==> config.mk <==
export PLATFORM = sky130hd
export DESIGN_NAME = pwm_core_gen
export DESIGN_NICKNAME = d
export VERILOG_FILES = /design/src/rtl/pwm_pkg.sv /design/src/rtl/pwm_deadtime.sv /design/src/rtl/pwm_core_gen.sv
export SDC_FILE = /design/constraint.sdc
export NUM_CORES = 1
export LEC_CHECK = 0
export CAP_MARGIN = 15
export CORE_MARGIN = 5
export CORE_UTILIZATION = 34
export CTS_CLUSTER_SIZE = 40
export DETAILED_ROUTE_END_ITERATION = 8
export PLACE_DENSITY = 0.63
export SLEW_MARGIN = 15
export SYNTH_ARGS = -nofsm -noshare
export SYNTH_HDL_FRONTEND = slang
export SYNTH_SLANG_ARGS = --single-unit
==> constraint.sdc <==
create_clock -name i_clk -period 5.4 [get_ports i_clk]
set_clock_uncertainty 0.1 [all_clocks]
set_input_delay 1.08 -clock i_clk [delete_from_list [all_inputs] [get_ports i_clk]]
set_output_delay 1.08 -clock i_clk [all_outputs]
set_load 0.005 [all_outputs]
==> src/rtl/pwm_pkg.sv <==
// Shared types and default widths for the PWM core generator.
package pwm_pkg;

    localparam int PWM_R    = 8;
    localparam int PWM_DT_W = 4;

    typedef enum logic [1:0] {
        S_IDLE = 2'd0,
        S_HIGH = 2'd1,
        S_LOW  = 2'd2,
        S_DEAD = 2'd3
    } pwm_state_t;

endpackage

==> src/rtl/pwm_deadtime.sv <==
// Dead-time FSM: maps the raw compare result onto a complementary high/low pair
// with a guaranteed both-low gap of dead_s clocks on every side change.
module pwm_deadtime
    import pwm_pkg::*;
#(
    parameter int DT_W = PWM_DT_W
) (
    input  logic            i_clk,
    input  logic            i_rst,
    input  logic            i_en,
    input  logic            raw,
    input  logic [DT_W-1:0] dead_s,
    output logic            o_pwm_h,
    output logic            o_pwm_l
);

    localparam logic [DT_W-1:0] DT_ZERO = {DT_W{1'b0}};
    localparam logic [DT_W-1:0] DT_ONE  = {{(DT_W-1){1'b0}}, 1'b1};

    pwm_state_t      state_r;
    pwm_state_t      state_next_s;
    logic [DT_W-1:0] dt_cnt_r;
    logic [DT_W-1:0] dt_cnt_next_s;

    // State and dead-time counter registers
    always_ff @(posedge i_clk or posedge i_rst) begin
        if (i_rst) begin
            state_r  <= S_IDLE;
            dt_cnt_r <= DT_ZERO;
        end else begin
            state_r  <= state_next_s;
            dt_cnt_r <= dt_cnt_next_s;
        end
    end

    // Next-state logic; the dead-time exit side is chosen by raw at the end of the gap
    always_comb begin
        state_next_s  = state_r;
        dt_cnt_next_s = dt_cnt_r;
        if (!i_en) begin
            state_next_s  = S_IDLE;
            dt_cnt_next_s = DT_ZERO;
        end else begin
            case (state_r)
                S_IDLE: begin
                    state_next_s = raw ? S_HIGH : S_LOW;
                end
                S_HIGH: begin
                    if (!raw) begin
                        if (dead_s == DT_ZERO) begin
                            state_next_s = S_LOW;
                        end else begin
                            state_next_s  = S_DEAD;
                            dt_cnt_next_s = dead_s;
                        end
                    end else begin
                        state_next_s = S_HIGH;
                    end
                end
                S_LOW: begin
                    if (raw) begin
                        if (dead_s == DT_ZERO) begin
                            state_next_s = S_HIGH;
                        end else begin
                            state_next_s  = S_DEAD;
                            dt_cnt_next_s = dead_s;
                        end
                    end else begin
                        state_next_s = S_LOW;
                    end
                end
                S_DEAD: begin
                    if (dt_cnt_r <= DT_ONE) begin
                        state_next_s  = raw ? S_HIGH : S_LOW;
                        dt_cnt_next_s = DT_ZERO;
                    end else begin
                        dt_cnt_next_s = dt_cnt_r - DT_ONE;
                    end
                end
                default: begin
                    state_next_s  = S_IDLE;
                    dt_cnt_next_s = DT_ZERO;
                end
            endcase
        end
    end

    // Output decode straight from the state register, so the drives never glitch
    always_comb begin
        o_pwm_h = (state_r == S_HIGH);
        o_pwm_l = (state_r == S_LOW);
    end

endmodule

==> src/rtl/pwm_core_gen.sv <==
// PWM core: free-running period counter, boundary-shadowed duty/period/dead-time
// words and the duty comparator feeding the dead-time FSM.
module pwm_core_gen
    import pwm_pkg::*;
#(
    parameter int R    = PWM_R,
    parameter int DT_W = PWM_DT_W
) (
    input  logic            i_clk,
    input  logic            i_rst,
    input  logic            i_en,
    input  logic [R-1:0]    i_duty_cycle,
    input  logic [R-1:0]    i_switch_freq,
    input  logic [DT_W-1:0] i_dead_time,
    output logic            o_pwm_h,
    output logic            o_pwm_l,
    output logic            o_period_start,
    output logic [R-1:0]    o_cnt
);

    localparam logic [R-1:0] CNT_ZERO = {R{1'b0}};
    localparam logic [R-1:0] CNT_ONE  = {{(R-1){1'b0}}, 1'b1};

    logic [R-1:0]    cnt_r;
    logic [R-1:0]    duty_shadow_r;
    logic [R-1:0]    top_shadow_r;
    logic [DT_W-1:0] dead_shadow_r;
    logic            raw_s;

    // Period counter and shadow registers; shadows only move at a period boundary or while idle
    always_ff @(posedge i_clk or posedge i_rst) begin
        if (i_rst) begin
            cnt_r         <= CNT_ZERO;
            duty_shadow_r <= CNT_ZERO;
            top_shadow_r  <= CNT_ZERO;
            dead_shadow_r <= {DT_W{1'b0}};
        end else if (!i_en || (cnt_r == top_shadow_r)) begin
            cnt_r         <= CNT_ZERO;
            duty_shadow_r <= i_duty_cycle;
            top_shadow_r  <= i_switch_freq;
            dead_shadow_r <= i_dead_time;
        end else begin
            cnt_r <= cnt_r + CNT_ONE;
        end
    end

    // Compare and status decode; period_start is masked during reset so it drops asynchronously
    always_comb begin
        raw_s          = (cnt_r < duty_shadow_r);
        o_cnt          = cnt_r;
        o_period_start = i_en & ~i_rst & (cnt_r == CNT_ZERO);
    end

    pwm_deadtime #(
        .DT_W (DT_W)
    ) u_deadtime (
        .i_clk   (i_clk),
        .i_rst   (i_rst),
        .i_en    (i_en),
        .raw     (raw_s),
        .dead_s  (dead_shadow_r),
        .o_pwm_h (o_pwm_h),
        .o_pwm_l (o_pwm_l)
    );

endmodule
# == Yosys cells after proc, flatten, opt, wreduce, memory -nomap -nowiden ==
# Cells that the tools add are included.
# Widths: inputs -> output; s select.
# totals
elab_cells,42
out_inout_bits,11
ff_bits,34
inputBits,23
# classes
eq_ne,8
n_mux,15
order_cmp,2
n_reduce_logical,6
n_addsub,2
bitwise,3
# op_table
operator,count
$mux 4,5
$mux 2,6
$pmux 4 s3,1
$add 8x1->8 const B,1
$eq 8x8->1,1
$logic_not 8->1,1
$lt 8x8->1,1
$mux 8,1
$pmux 2 s4,1
$ne 3x2->1 const B,2
$eq 2x2->1 const B,2
$le 4x1->1 const B,1
$logic_not 4->1,1
$ne 4x1->1 const B,1
$sub 4x1->4 const B,1
$ne 3x3->1 const B,1
$reduce_and 3->1,1
$and 1x1->1,2
$eq 2x1->1 const B,1
$logic_not 2->1,1
$logic_not 1->1,1
$logic_or 1x1->1,1
$mux 1,1
$not 1->1,1

# == Logic depth before layout (Yosys ltp) ==
# logic_depth
word_depth,5
mapped_depth,7
mapped_depth_nobuf,7

# == By module ==
# A second synthesis with hierarchy kept.
# unflattened
cells_unflattened,169
area_unflattened_um2,1874.3
# by_module_without_submodules
mod,instances,seq_area_each_um2,area_per_inst_um2,cells_per_inst
pwm_core_gen,1,700.7,1402.6,113
pwm_deadtime,1,150.1,471.7,56

# == Worst setup path after synthesis ==
# OpenSTA, ideal clock, no wires.
# synth_timing
kind,input port to output port
from,in i_rst
to,out o_period_start
cell_stages,2
n_path_buf,0
setup_slack_ps,2084
required_time_ps,4220
arrival_time_ps,2136
path_cell_list,inv_1 and4_1
# synth_via
elab_chain_cells,3
# synth_lines
element,line_no,text
"start, declared",pwm_core_gen.sv:10,"input logic i_rst,"
$not 1->1,pwm_core_gen.sv:51,o_period_start = i_en & ~i_rst & (cnt_r == CNT_ZERO);
$and 1x1->1 (2 in a row),pwm_core_gen.sv:51,
"end, declared",pwm_core_gen.sv:17,"output logic o_period_start,"
# Every way passes these cells.

# == Worst setup path in the final report ==
# layout_timing
from,in i_en
to,out o_period_start
# layout_via
elab_chain_cells,2
# layout_lines
element,line_no,text
"start, declared",pwm_core_gen.sv:11,"input logic i_en,"
$and 1x1->1 (2 in a row),pwm_core_gen.sv:51,
# Every way passes these cells.

==> key figures <==
Clocking
  • Clk buf depth: 2
  • CTS Hold Bufs: 0
  • # resized after CTS: 0
  • Worst skew pair latency: 270 ps
  • CTS tree: yes
  • Total CTS buffers: 5
  • Clock Pin Slew Worst Setup and Hold Paths: 70 ps
  • Post-CTS Setup Bufs: 0
  • Max H-tree Level: 2
  • Clock sinks: 34
  • CTS root buf: clkbuf_8

Die
  • # IOs: 34
  • Initial Utilization: 0.351
  • Die Height: 85.6 um
  • Core Footprint: 0.00554 mm^2
  • Die W: 85.6 um
  • Num rows: 27
  • DIE AREA: 0.00733 mm^2

Power
  • P_leak: 1.09 nW
  • Net Sw Frac: 0.268
  • Pwr dens: 247 mW/mm^2
  • Switching pwr: 0.162 mW
  • Clock power share: 0.321
  • Internal power: 0.442 mW
  • Reg power frac: 0.483
  • Comb power frac: 0.196
  • Peak VDD IR: 0.000136 V

Timing
  • Final hold vios: 0
  • Crit share post-route: 0.734
  • F_max: 252 MHz
  • # setup viols final: 0
  • Relative slew slack: 0.640
  • Final slew viol count: 0
  • RSZ-0062 raised after global routing: no
  • Tmin final: 3960 ps
  • Slew @ Worst Pin: 535 ps
  • Final TNS setup: 0 ps

Drt
  • Routed Antenna Nets: 0
  • DRC: 0
  • Detailed Routing Iterations Pass 1: 4
  • Drt total wl: 4.01 mm
  • Via density: 4.81
  • Average wire per cell in the routed design: 13.6 um
  • 1st-iter DRT viols: 86
  • Via count: 1418

Critical path
  • Critical-path top delay cell: clkdlybuf4s50_1
  • CP endpoint kind: output port
  • Critical Path Max Stage Delay: 750 ps
  • Crit Path Class: in -> out
  • Max FO, Critical Path: 13
  • CP Cell Sequence: clkdlybuf4s50_1 -> nor3b_1 -> and4_1 -> clkdlybuf4s50_1
  • Worst setup SP type: input pin
  • Most used cell along the critical path: clkdlybuf4s50_1
  • Worst path required time: 4220 ps
  • Crit path DAT: 2780 ps

Final layout
  • N_diodes: 0
  • Post-route design area: 0.00245 mm^2
  • Most frequent cells in the layout: dfrtp_1, clkdlybuf4s50_1, inv_1, nand2_1, ha_1
  • Most common cell after layout, fill and taps aside: dfrtp_1
  • Synthesis-to-finish area growth: 25.9%
  • # nets final: 259
  • Share of cells above drive strength 1: 0.117

Logic synthesis
  • Synth top area share: 0.438
  • Synth area leaders: dfrtp_1, ha_1, xnor2_1, inv_1, nand2_1
  • Register area share after synthesis: 0.438
  • Flops & latches, synth: 34
  • Synth area leader: dfrtp_1
  • Synthesized Nets: 223
  • Syn_area_per_cell: 10.4 um^2
  • Mapped Area: 0.00194 mm^2
  • Distinct cells, synth: 44
  • Cells after Synth: 186
  • Yosys warnings: 0

Min path
  • Hold WC Path Type: reg -> reg

Global route
  • Antenna violations before repair: 0
  • GRT Total Usage: 0.112
  • First-pass GRT wire length: 6.64 mm
  • Gr ovfl total: 0
  • Vias in the first global route: 1402
  • Largest net degree at the start of global routing: 35

Place
  • Post-Place Cell Area: 0.00235 mm^2
  • # port buffers: 33
  • GPL Wtd Cong: 0.767
  • Hpwl dp: 2.99 mm

Run
  • Max_cap viols: 0

Outcome
  • Run status: completed
registers in the layout, summed over array words and instances, names as in the netlist:
| name | cells |
|---|---|
| u_deadtime.state_r | 2 |
| o_cnt | 8 |
| dead_shadow_r | 4 |
| top_shadow_r | 8 |
| duty_shadow_r | 8 |
| u_deadtime.dt_cnt_r | 4 |
area by class of cell:
cell class | count | area [um^2]
clock buffers | 7 | 86.3
clock inverters | 1 | 5.00
fillers | 566 | 3090
inverters | 19 | 71.3
multi-input cells | 127 | 997
flip-flops and latches | 34 | 851
well taps | 72 | 90.1
repair buffers | 35 | 345
cell families after synthesis:
logic type,count (synthesis),share of synthesized area
simple gates,52,0.135
fa+ha+maj,14,0.0901
mux,14,0.0786
buf+inv,25,0.0509
xor+xnor,15,0.0676
compound gates,32,0.140
flops,34,0.438
path summary, 6_finish.rpt:
path                                  from                endpoint  slack [ps]  cells after the start
max                                   i_en          o_period_start        1440                      4
min                        top_shadow_r[7]         top_shadow_r[7]         410                      1
max in group asynchronous            i_rst        duty_shadow_r[3]        3720                      3
min in group asynchronous            i_rst  u_deadtime.dt_cnt_r[1]        1170                      3
min reg2reg                top_shadow_r[7]         top_shadow_r[7]         410                      1
max reg2reg                       o_cnt[2]         top_shadow_r[4]        3140                      5
metal layers:
metal  vias to the layer above  part of all wire  track usage
met1                       674              0.48        0.150
met4                         0            0.0072       0.0302
met5                         -                 0            0
met2                        24              0.48        0.185
li1                        718                 -            -
met3                         2             0.036       0.0221
per-stage QoR:
stage	setup WS, ps	hold WS [ps]	total power, mW	std cells	util
5_1_grt	1350	424	0.637	295	0.442
4_1_cts	1420	417	0.611	295	0.442
6_report	1440	412	0.604	295	0.442
2_1_floorplan	2080	380	0.374	186	-
3_3_place_gp	1420	394	0.415	287	0.425
3_5_place_dp	1420	401	0.417	287	0.425
cell usage after synthesis:
| master | number |
|---|---|
| dfrtp_1 | 34 |
| inv_1 | 19 |
| nand2_1 | 19 |
| ha_1 | 14 |
| nor2_1 | 10 |
| xnor2_1 | 10 |
| o21ai_0 | 8 |
| nand3_1 | 7 |
| mux2_2 | 6 |
| xor2_1 | 5 |
| buf_2 | 4 |
| mux2_1 | 4 |
| mux2i_1 | 4 |
| o211ai_1 | 3 |
| o21ai_1 | 3 |
| o22ai_1 | 3 |
| a32o_1 | 2 |
| clkbuf_1 | 2 |
| nand4_1 | 2 |
| nor3_1 | 2 |
| nor4_1 | 2 |
| a2111oi_4 | 1 |
| a211o_2 | 1 |
| a21o_1 | 1 |
| a21oi_1 | 1 |
| a22o_1 | 1 |
| a22oi_4 | 1 |
| a31oi_1 | 1 |
| a31oi_4 | 1 |
| and3_1 | 1 |
| and3_2 | 1 |
| and4_1 | 1 |
| nand2b_1 | 1 |
| nand2b_4 | 1 |
| nor3b_1 | 1 |
| nor3b_2 | 1 |
| o211ai_2 | 1 |
| o21ba_2 | 1 |
| o311a_1 | 1 |
| o31a_1 | 1 |
| o31ai_1 | 1 |
| or2_2 | 1 |
| or3_1 | 1 |
| or4_1 | 1 |
power groups by stage:
stage	Combinational [mW]	Sequential, mW	Clock (mW)
floorplan	0.0818	0.293	0
global placement	0.118	0.297	0
detailed placement	0.120	0.297	0
CTS	0.121	0.292	0.198
global route	0.131	0.295	0.210
finish	0.118	0.292	0.194
critical path, delay by kind of cell:
kind | cells | cell delay (ps)
buffers and inverters | 2 | 1260
and+or+nand+nor | 2 | 450
Power figures use the tool's default switching activity.
